<file path="src/rtl/uart_serial_receiver.sv">
// UART receiver: 8N1/8E1/8O1 frames, 16x oversampling, small receive FIFO.
// Ports: CLK/RSTN; rx_i serial in; div_i tick divisor; parity_en_i/parity_odd_i
// frame config; data_o/frame_err_o/parity_err_o/valid_o head entry with
// ready_i pop; overrun_o drop pulse; busy_o frame in progress.
module uart_serial_receiver #(
  parameter int FifoDepth = 4,
  parameter int DivWidth  = 16
) (
  input  logic                CLK,
  input  logic                RSTN,
  input  logic                rx_i,
  input  logic [DivWidth-1:0] div_i,
  input  logic                parity_en_i,
  input  logic                parity_odd_i,
  output logic [7:0]          data_o,
  output logic                frame_err_o,
  output logic                parity_err_o,
  output logic                valid_o,
  input  logic                ready_i,
  output logic                overrun_o,
  output logic                busy_o
);

  localparam int AW = $clog2(FifoDepth);
  localparam logic [AW:0] FullCnt = (AW+1)'(FifoDepth);
  localparam logic [AW:0] CntOne = (AW+1)'(1);
  localparam logic [AW-1:0] PtrOne = AW'(1);
  localparam logic [DivWidth-1:0] DivOne = DivWidth'(1);

  typedef enum logic [2:0] {
    S_IDLE,
    S_START,
    S_DATA,
    S_PARITY,
    S_STOP,
    S_BREAK
  } state_t;

  state_t state, state_n;

  logic                sync1, rx_s;
  logic [DivWidth-1:0] div_q, tcnt;
  logic                par_q, odd_q;
  logic [3:0]          samp;
  logic [2:0]          bitn;
  logic [7:0]          shreg;
  logic                perr_q;
  logic                tick, half, full_bit;
  logic                start, push;

  logic [9:0]    mem [FifoDepth];
  logic [AW-1:0] wr_ptr, rd_ptr;
  logic [AW:0]   cnt;
  logic          full, pop, wr_ok;
  logic [9:0]    head;

  always_ff @(posedge CLK or negedge RSTN) begin
    if (!RSTN) begin
      sync1 <= 1'b1;
      rx_s  <= 1'b1;
    end else begin
      sync1 <= rx_i;
      rx_s  <= sync1;
    end
  end

  assign tick     = (tcnt == div_q);
  assign half     = tick && (samp == 4'd7);
  assign full_bit = tick && (samp == 4'd15);

  always_comb begin
    state_n = state;
    start   = 1'b0;
    push    = 1'b0;
    unique case (state)
      S_IDLE: begin
        if (!rx_s) begin
          start   = 1'b1;
          state_n = S_START;
        end
      end
      S_START: begin
        // mid-bit recheck rejects short glitches
        if (half) state_n = rx_s ? S_IDLE : S_DATA;
      end
      S_DATA: begin
        if (full_bit && bitn == 3'd7)
          state_n = par_q ? S_PARITY : S_STOP;
      end
      S_PARITY: begin
        if (full_bit) state_n = S_STOP;
      end
      S_STOP: begin
        if (full_bit) begin
          push    = 1'b1;
          state_n = rx_s ? S_IDLE : S_BREAK;
        end
      end
      S_BREAK: begin
        if (rx_s) state_n = S_IDLE;
      end
      default: state_n = S_IDLE;
    endcase
  end

  always_ff @(posedge CLK or negedge RSTN) begin
    if (!RSTN) state <= S_IDLE;
    else       state <= state_n;
  end

  always_ff @(posedge CLK or negedge RSTN) begin
    if (!RSTN) begin
      div_q  <= '0;
      par_q  <= 1'b0;
      odd_q  <= 1'b0;
      tcnt   <= '0;
      samp   <= '0;
      bitn   <= '0;
      shreg  <= '0;
      perr_q <= 1'b0;
    end else begin
      if (start) tcnt <= '0;
      else if (tick) tcnt <= '0;
      else tcnt <= tcnt + DivOne;

      if (start) begin
        div_q  <= div_i;
        par_q  <= parity_en_i;
        odd_q  <= parity_odd_i;
        samp   <= '0;
        bitn   <= '0;
        perr_q <= 1'b0;
      end else if (state == S_START && half) begin
        samp <= '0;
      end else if (tick && state != S_IDLE && state != S_BREAK) begin
        // 4-bit wrap lands back on 0 at each bit boundary
        samp <= samp + 4'd1;
      end

      if (state == S_DATA && full_bit) begin
        shreg <= {rx_s, shreg[7:1]};
        bitn  <= bitn + 3'd1;
      end

      if (state == S_PARITY && full_bit)
        perr_q <= ((^shreg) ^ rx_s) != odd_q;
    end
  end

  assign full  = (cnt == FullCnt);
  assign pop   = valid_o & ready_i;
  assign wr_ok = push & (~full | pop);

  always_ff @(posedge CLK) begin
    if (wr_ok) mem[wr_ptr] <= {perr_q, ~rx_s, shreg};
  end

  always_ff @(posedge CLK or negedge RSTN) begin
    if (!RSTN) begin
      wr_ptr    <= '0;
      rd_ptr    <= '0;
      cnt       <= '0;
      overrun_o <= 1'b0;
    end else begin
      if (wr_ok) wr_ptr <= wr_ptr + PtrOne;
      if (pop)   rd_ptr <= rd_ptr + PtrOne;
      case ({wr_ok, pop})
        2'b10:   cnt <= cnt + CntOne;
        2'b01:   cnt <= cnt - CntOne;
        default: cnt <= cnt;
      endcase
      overrun_o <= push & full & ~pop;
    end
  end

  // gate storage so an empty FIFO reads as all zeros
  assign valid_o      = (cnt != '0);
  assign head         = valid_o ? mem[rd_ptr] : 10'd0;
  assign data_o       = head[7:0];
  assign frame_err_o  = head[8];
  assign parity_err_o = head[9];
  assign busy_o       = (state != S_IDLE);

endmodule

</file>
<file path="config.mk">
export PLATFORM = sky130hd
export DESIGN_NAME = uart_serial_receiver
export DESIGN_NICKNAME = d
export VERILOG_FILES = /design/src/rtl/uart_serial_receiver.sv
export SDC_FILE = /design/constraint.sdc
export NUM_CORES = 1
export LEC_CHECK = 0
export ABC_AREA = 0
export CORE_UTILIZATION = 25
export DETAILED_ROUTE_END_ITERATION = 8
export SLEW_MARGIN = 0
export SYNTH_ARGS = -nofsm -noshare
export SYNTH_HDL_FRONTEND = slang
export SYNTH_SLANG_ARGS = --single-unit
</file>
<file path="constraint.sdc">
create_clock -name CLK -period 6.5 [get_ports CLK]
set_clock_uncertainty 0.05 [all_clocks]
set_input_delay 1.3 -clock CLK [delete_from_list [all_inputs] [get_ports CLK]]
set_output_delay 1.3 -clock CLK [all_outputs]
set_load 0.005 [all_outputs]
</file>
==> flow_metrics.tcl, run 1 <==
set metrics [dict create \
    slew_viol_final 0 \
    ant_nets 0 \
    tns_ps 0 \
    cts_tree "built" \
    grt_usage_pct 9.82 \
    rsz0062_at_grt "false" \
    h-tree-depth 3 \
    min_to "rx_s" \
    synth_edf_count 40 \
    grt_pass1_vias 3041 \
    cp_cell_sequence "mux4_2 > and2_1 > clkdlybuf4s50_1" \
    whs_ps 307 \
    drt_iter0_markers 113 \
    vias_per_cell 4.34 \
    grt_max_degree 64 \
    layout_min_cycle_time_ps 3640 \
    ctsHoldBuffers 0 \
    drt-pass1-iter-count 4 \
    cts-root-buf "clkbuf_16" \
    pin_count 35 \
    numCtsBuffers 9 \
    rows 50 \
    die_h_um 140 \
    fillers 1877 \
    post-cts-setup-buffer-count 0 \
    worst_slew_pin_slew_ps 964 \
    async_reset_ff_share_pct 61.2 \
    syn-num-nets 432 \
    drt-total-wl_mm 8.72 \
    cts.sinks 103 \
    cpMaxStageDelayCell "dfrtp_1" \
    drive_above_1_share_pct 10.6 \
    status "complete, no violations" \
    grt_pass1_wl_mm 15.4 \
    ys_types 49 \
    dieArea_um2 19600 \
    cp.arrival_ps 2290 \
    vdd_ir_drop_max_uv 127 \
    synth.avg_cell_area_um2 11.9 \
    leakage_nw 2.31 \
    antenna-diode-count 0 \
    setup_viol 0 \
    grt_overflow 0 \
    min_period_over_period_pct 56.0 \
    hold_depth 0 \
    grt_antenna_before_repair 0 \
    reg2reg_slack_ps 3230 \
    clkLatencyLatePin_ps 350 \
    syn-cell-area_um2 4750 \
    io_buffers 34 \
    fmax_mhz 275 \
    hold_path.class "reg -> reg" \
    synth_cells 401 \
    clock_path_buffers 2 \
    nets 462 \
    die_x_um 140 \
    worstHoldStart "sync1" \
    ys.flop_type "dfrtp_1" \
    clk_pin_slew_worst_paths_ps 70 \
    relSlewSlack_pct 35.6 \
    initial_utilization_pct 25.5 \
    cpPeakStageDelay_ps 760 \
    cp-end-kind "output port" \
    ctsResizeCount 0 \
    place_congestion 0.810 \
    drv_cap 0 \
    powerDensity_nw_per_um2 267 \
    drc 0 \
    worstPathMaxFanout 12 \
    num_vias 2907 \
    critPathRequiredTime_ps 5150 \
    reg2reg_depth 9 \
    r2r-end "cnt[1]" \
    hold_viol 0 \
    ys_ff_latch 103 \
    critPathLaunchType "flop" \
    ys_warn_count 0 \
    seq_area_frac_synth_pct 58.5 \
    fin_area_um2 5600 \
    avgRoutedWirePerCell_um 13.0 \
    syn_to_final_growth_pct 17.8 \
    timing.rr.start "tcnt[3]" \
    dpl_cell_area_um2 5320 \
    core_area_um2 18600 \
    crit_type "reg -> out" \
    dp.final_hpwl_mm 6.10 \
]
report_power, final:
part           switching, mW  leakage [nW]  total (mW)  internal, mW
Clock                  0.247         0.132       0.513         0.266
Combinational         0.0894         0.908       0.210         0.120
Sequential            0.0670          1.27       0.771         0.704
Total                  0.403          2.31        1.49          1.09
cell usage after synthesis, types with 2 or more instances:
cell	count	area [um^2]
or4_1	2	15.0
mux2_2	9	101
dfrtp_1	61	1530
nand3_1	12	60.1
xnor2_1	33	289
ha_1	8	100
clkbuf_1	13	48.8
or2_2	3	18.8
o21ai_0	6	30.0
mux4_2	10	225
nand4_1	8	50.1
mux2i_1	4	40.0
o211ai_1	2	15.0
a21oi_1	9	45.0
nand2b_1	3	18.8
xor2_1	9	78.8
or3_1	3	18.8
nor4_1	4	25.0
nor3_1	5	25.0
nor2_1	27	101
and4b_1	2	20.0
inv_1	10	37.5
nor2b_1	3	18.8
edfxtp_1	40	1200
and2_1	16	100
nand2_1	75	282
dfstp_2	2	52.6
logic make-up (layout without fill, tap and decap cells):
kind of cell	Yosys count	after routing	synth area share, %
DFF	103	103	58.5
buffers and inverters	27	62	2.40
muxes	24	24	7.95
adders and majority gates	9	9	2.53
xor gates and xnor gates	42	42	7.74
AOI/OAI and AO/OA	28	28	3.87
and+or+nand+nor	168	168	17.0
registers in the layout, indices dropped and copies added, names as in the netlist:
register and flops:
mem 40, div_q 16, tcnt 16, shreg 8
samp 4, bitn 3, cnt 3, state 3
rd_ptr 2, wr_ptr 2, odd_q 1, overrun_o 1
par_q 1, perr_q 1, rx_s 1, sync1 1
placed cells by master, fill, tap and decap left out, drive strengths merged, types with 2 or more instances in the layout:
cell            n
a21oi           9
and2           16
and4b           2
buf             3
clkbuf         10
clkdlybuf4s50  33
clkinvlp        2
dfrtp          61
dfstp           2
edfxtp         40
ha              8
inv            13
mux2           10
mux2i           4
mux4           10
nand2          75
nand2b          3
nand3          12
nand4           9
nor2           27
nor2b           3
nor3            5
nor4            5
o211ai          2
o21ai           6
or2             3
or3             3
or4             2
xnor2          33
xor2            9
through the flow:
step                setup WS (ps)  power, mW  utilization (%)  instances
finish                       2860       1.49             30.0        670
global route                 2700       1.57             30.0        670
CTS                          2800       1.51             30.0        670
detailed placement           3050      0.999             28.5        654
global placement             3110      0.989             28.5        654
floorplan                    3540      0.923                -        401
worst max-delay path: cells and delay by family (launching register included):
kind / cells / cell delay (ps)
flip-flops: 1 / 760
AND/OR/NAND/NOR: 1 / 160
multiplexers: 1 / 590
buffers and inverters: 1 / 430
final cells by class:
class,count,area (um^2),area share (%)
clock buffer,10,229,4.09
tap,234,293,5.23
timing repair buffer,36,350,6.25
sequential,103,2780,49.6
inverter,10,37.5,0.670
clock inverter,6,52.6,0.938
multi-input combinational,271,1860,33.2
worst max-delay path by stage:
stage	start	endpoint	slack [ps]	cells past startpoint
6_report	rd_ptr[0]	data_o[1]	2860	3
3_5_place_dp	ready_i	cnt[1]	3050	6
4_1_cts	rd_ptr[0]	data_o[1]	2800	3
3_3_place_gp	ready_i	cnt[1]	3110	6
5_1_grt	rd_ptr[0]	data_o[1]	2700	3
2_1_floorplan	rd_ptr[0]	data_o[1]	3540	3
metal layers:
layer / vias to the layer above / track usage [%] / part of all wire, %
met5: - / 0 / 0
met4: 0 / 3.41 / 1.2
met3: 9 / 2.39 / 2.8
met2: 46 / 15.9 / 48
met1: 1398 / 12.8 / 48
li1: 1454 / - / -
Note: power is estimated with default switching activity, not from simulation.
==> run 2, diff against run 1 <==
Clock period 6.5 ns to 3.6 ns, I/O delays scaled along.
==> run 2 against run 1 <==
  * Flip-flop and latch count did not move
  * Combinational power rose by 90%
  * Core utilization rose by 0.23 points
  * Worst hold slack improved by 5.2 ps
  * Critical path depth did not move
  * Sequential power rose by 80%
  * Die area did not move
==> flow_metrics.tcl, run 2 (synthesis results as in run 1) <==
set metrics [dict create \
    rsz0062_at_grt "false" \
    pin_count 35 \
    crit_type "reg -> out" \
    cp_cell_sequence "mux4_2 > and2_1 > clkdlybuf4s50_1" \
    drc 0 \
    grt_pass1_wl_mm 15.3 \
    regMostFlops "mem" \
    avgRoutedWirePerCell_um 13.3 \
    numCtsBuffers 9 \
    leakage_nw 2.34 \
    drv_cap 0 \
    critPathLaunchType "flop" \
    syn_to_final_growth_pct 18.8 \
    ctsResizeCount 0 \
    ant_nets 0 \
    tns_ps 0 \
    vias_per_cell 4.36 \
    layout_min_cycle_time_ps 3090 \
    cp-end-kind "output port" \
    worst_slew_pin_slew_ps 902 \
    relSlewSlack_pct 39.9 \
    drive_above_1_share_pct 11.6 \
    post-cts-setup-buffer-count 0 \
    drt_iter0_markers 139 \
    initial_utilization_pct 25.5 \
    die_h_um 140 \
    grt_usage_pct 9.98 \
    dp.final_hpwl_mm 6.19 \
    cpPeakStageDelay_ps 770 \
    p_switching_mw 0.761 \
    pwr-share-comb_pct 14.5 \
    cpMaxStageDelayCell "dfrtp_1" \
    clk_pin_slew_worst_paths_ps 80 \
    largestRegisters "mem (40), div_q (16), tcnt (16)" \
    slew_viol_final 0 \
    rows 50 \
    clock_path_buffers 2 \
    setup_viol 0 \
    hold_viol 0 \
    num_vias 2943 \
    switching_share_pct 27.8 \
    core_area_um2 18600 \
    cp.arrival_ps 2320 \
    cts_tree "built" \
    worstPathMaxFanout 11 \
    worstPathBufferInverterCount 1 \
    powerDensity_nw_per_um2 486 \
    drt-total-wl_mm 9.01 \
    place_congestion 0.798 \
    clkLatencyLatePin_ps 350 \
    cp_top_family "flip-flops" \
    reg2reg_slack_ps 740 \
    hold_path.class "reg -> reg" \
    cts-root-buf "clkbuf_16" \
    ctsHoldBuffers 0 \
    die_x_um 140 \
    drt-pass1-iter-count 4 \
    fmax_mhz 324 \
    dieArea_um2 19600 \
    antenna-diode-count 0 \
    grt_overflow 0 \
    layout_commonest_cell "nand2_1" \
    cts.sinks 103 \
    dpl_cell_area_um2 5360 \
    grt_max_degree 41 \
    seqPwrFrac_pct 50.8 \
    h-tree-depth 3 \
    vdd_ir_drop_max_uv 210 \
    clkPwrFrac_pct 34.7 \
    internal_power_mw 1.98 \
    critPathRequiredTime_ps 2830 \
    layout_common_cells "nand2_1, dfrtp_1, edfxtp_1" \
    min_period_over_period_pct 85.7 \
    status "complete, no violations" \
    grt_antenna_before_repair 0 \
    grt_pass1_vias 2992 \
    nets 467 \
    fin_area_um2 5650 \
    io_buffers 34 \
    largest_register_ffs 40 \
]
==> run 2: per-layer routing <==
layer  GRT usage [%]  up-vias  part of all wire [%]
li1                -     1455                     -
met1            12.6     1417                    46
met2            16.3       53                    48
met3            2.97       18                   3.8
met4            3.47        0                   1.8
met5               0        -                     0
==> run 2: power groups by stage <==
| stage | Sequential [mW] | Combinational, mW | Clock, mW |
|---|---|---|---|
| detailed placement | 1.42 | 0.406 | 0 |
| CTS | 1.40 | 0.407 | 0.980 |
| floorplan | 1.35 | 0.318 | 0 |
| global placement | 1.42 | 0.390 | 0 |
| finish | 1.39 | 0.398 | 0.951 |
| global route | 1.41 | 0.447 | 1.02 |
==> run 2: cell type report <==
cell class	instances	area, um^2
clock buffers	9	225
clock inverters	7	62.6
fillers	1904	13000
inverters	10	37.5
multi-input cells	271	1860
flip-flops and latches	103	2780
well taps	234	293
repair buffers	41	388
==> run 2: stage by stage <==
stage | utilization, % | cells | total power, mW | setup WS, ps | hold WS [ps]
floorplan | - | 401 | 1.67 | 841 | 295
global placement | 28.7 | 659 | 1.81 | 779 | 297
detailed placement | 28.7 | 659 | 1.83 | 728 | 299
CTS | 30.3 | 675 | 2.78 | 459 | 313
global route | 30.3 | 675 | 2.88 | 379 | 319
finish | 30.3 | 675 | 2.74 | 514 | 312
==> run 2: worst paths after layout <==
path | startpoint | end | depth (start not counted)
worst min register to register | sync1 | rx_s | 0
worst min-delay path | sync1 | rx_s | 0
worst max register to register | tcnt[5] | mem[3][6] | 7
max in group asynchronous | RSTN | shreg[3] | 2
worst max-delay path | rd_ptr[0] | data_o[6] | 3
min in group asynchronous | RSTN | tcnt[11] | 1
==> run 2: worst reg2reg max path: cells and delay by family (launching register included) <==
| kind | cells | cell delay (ps) |
|---|---|---|
| and+or+nand+nor | 4 | 1310 |
| xor gates and xnor gates | 1 | 210 |
| buffers and inverters | 1 | 220 |
| AOI/OAI and AO/OA | 1 | 280 |
| DFF | 1 | 420 |
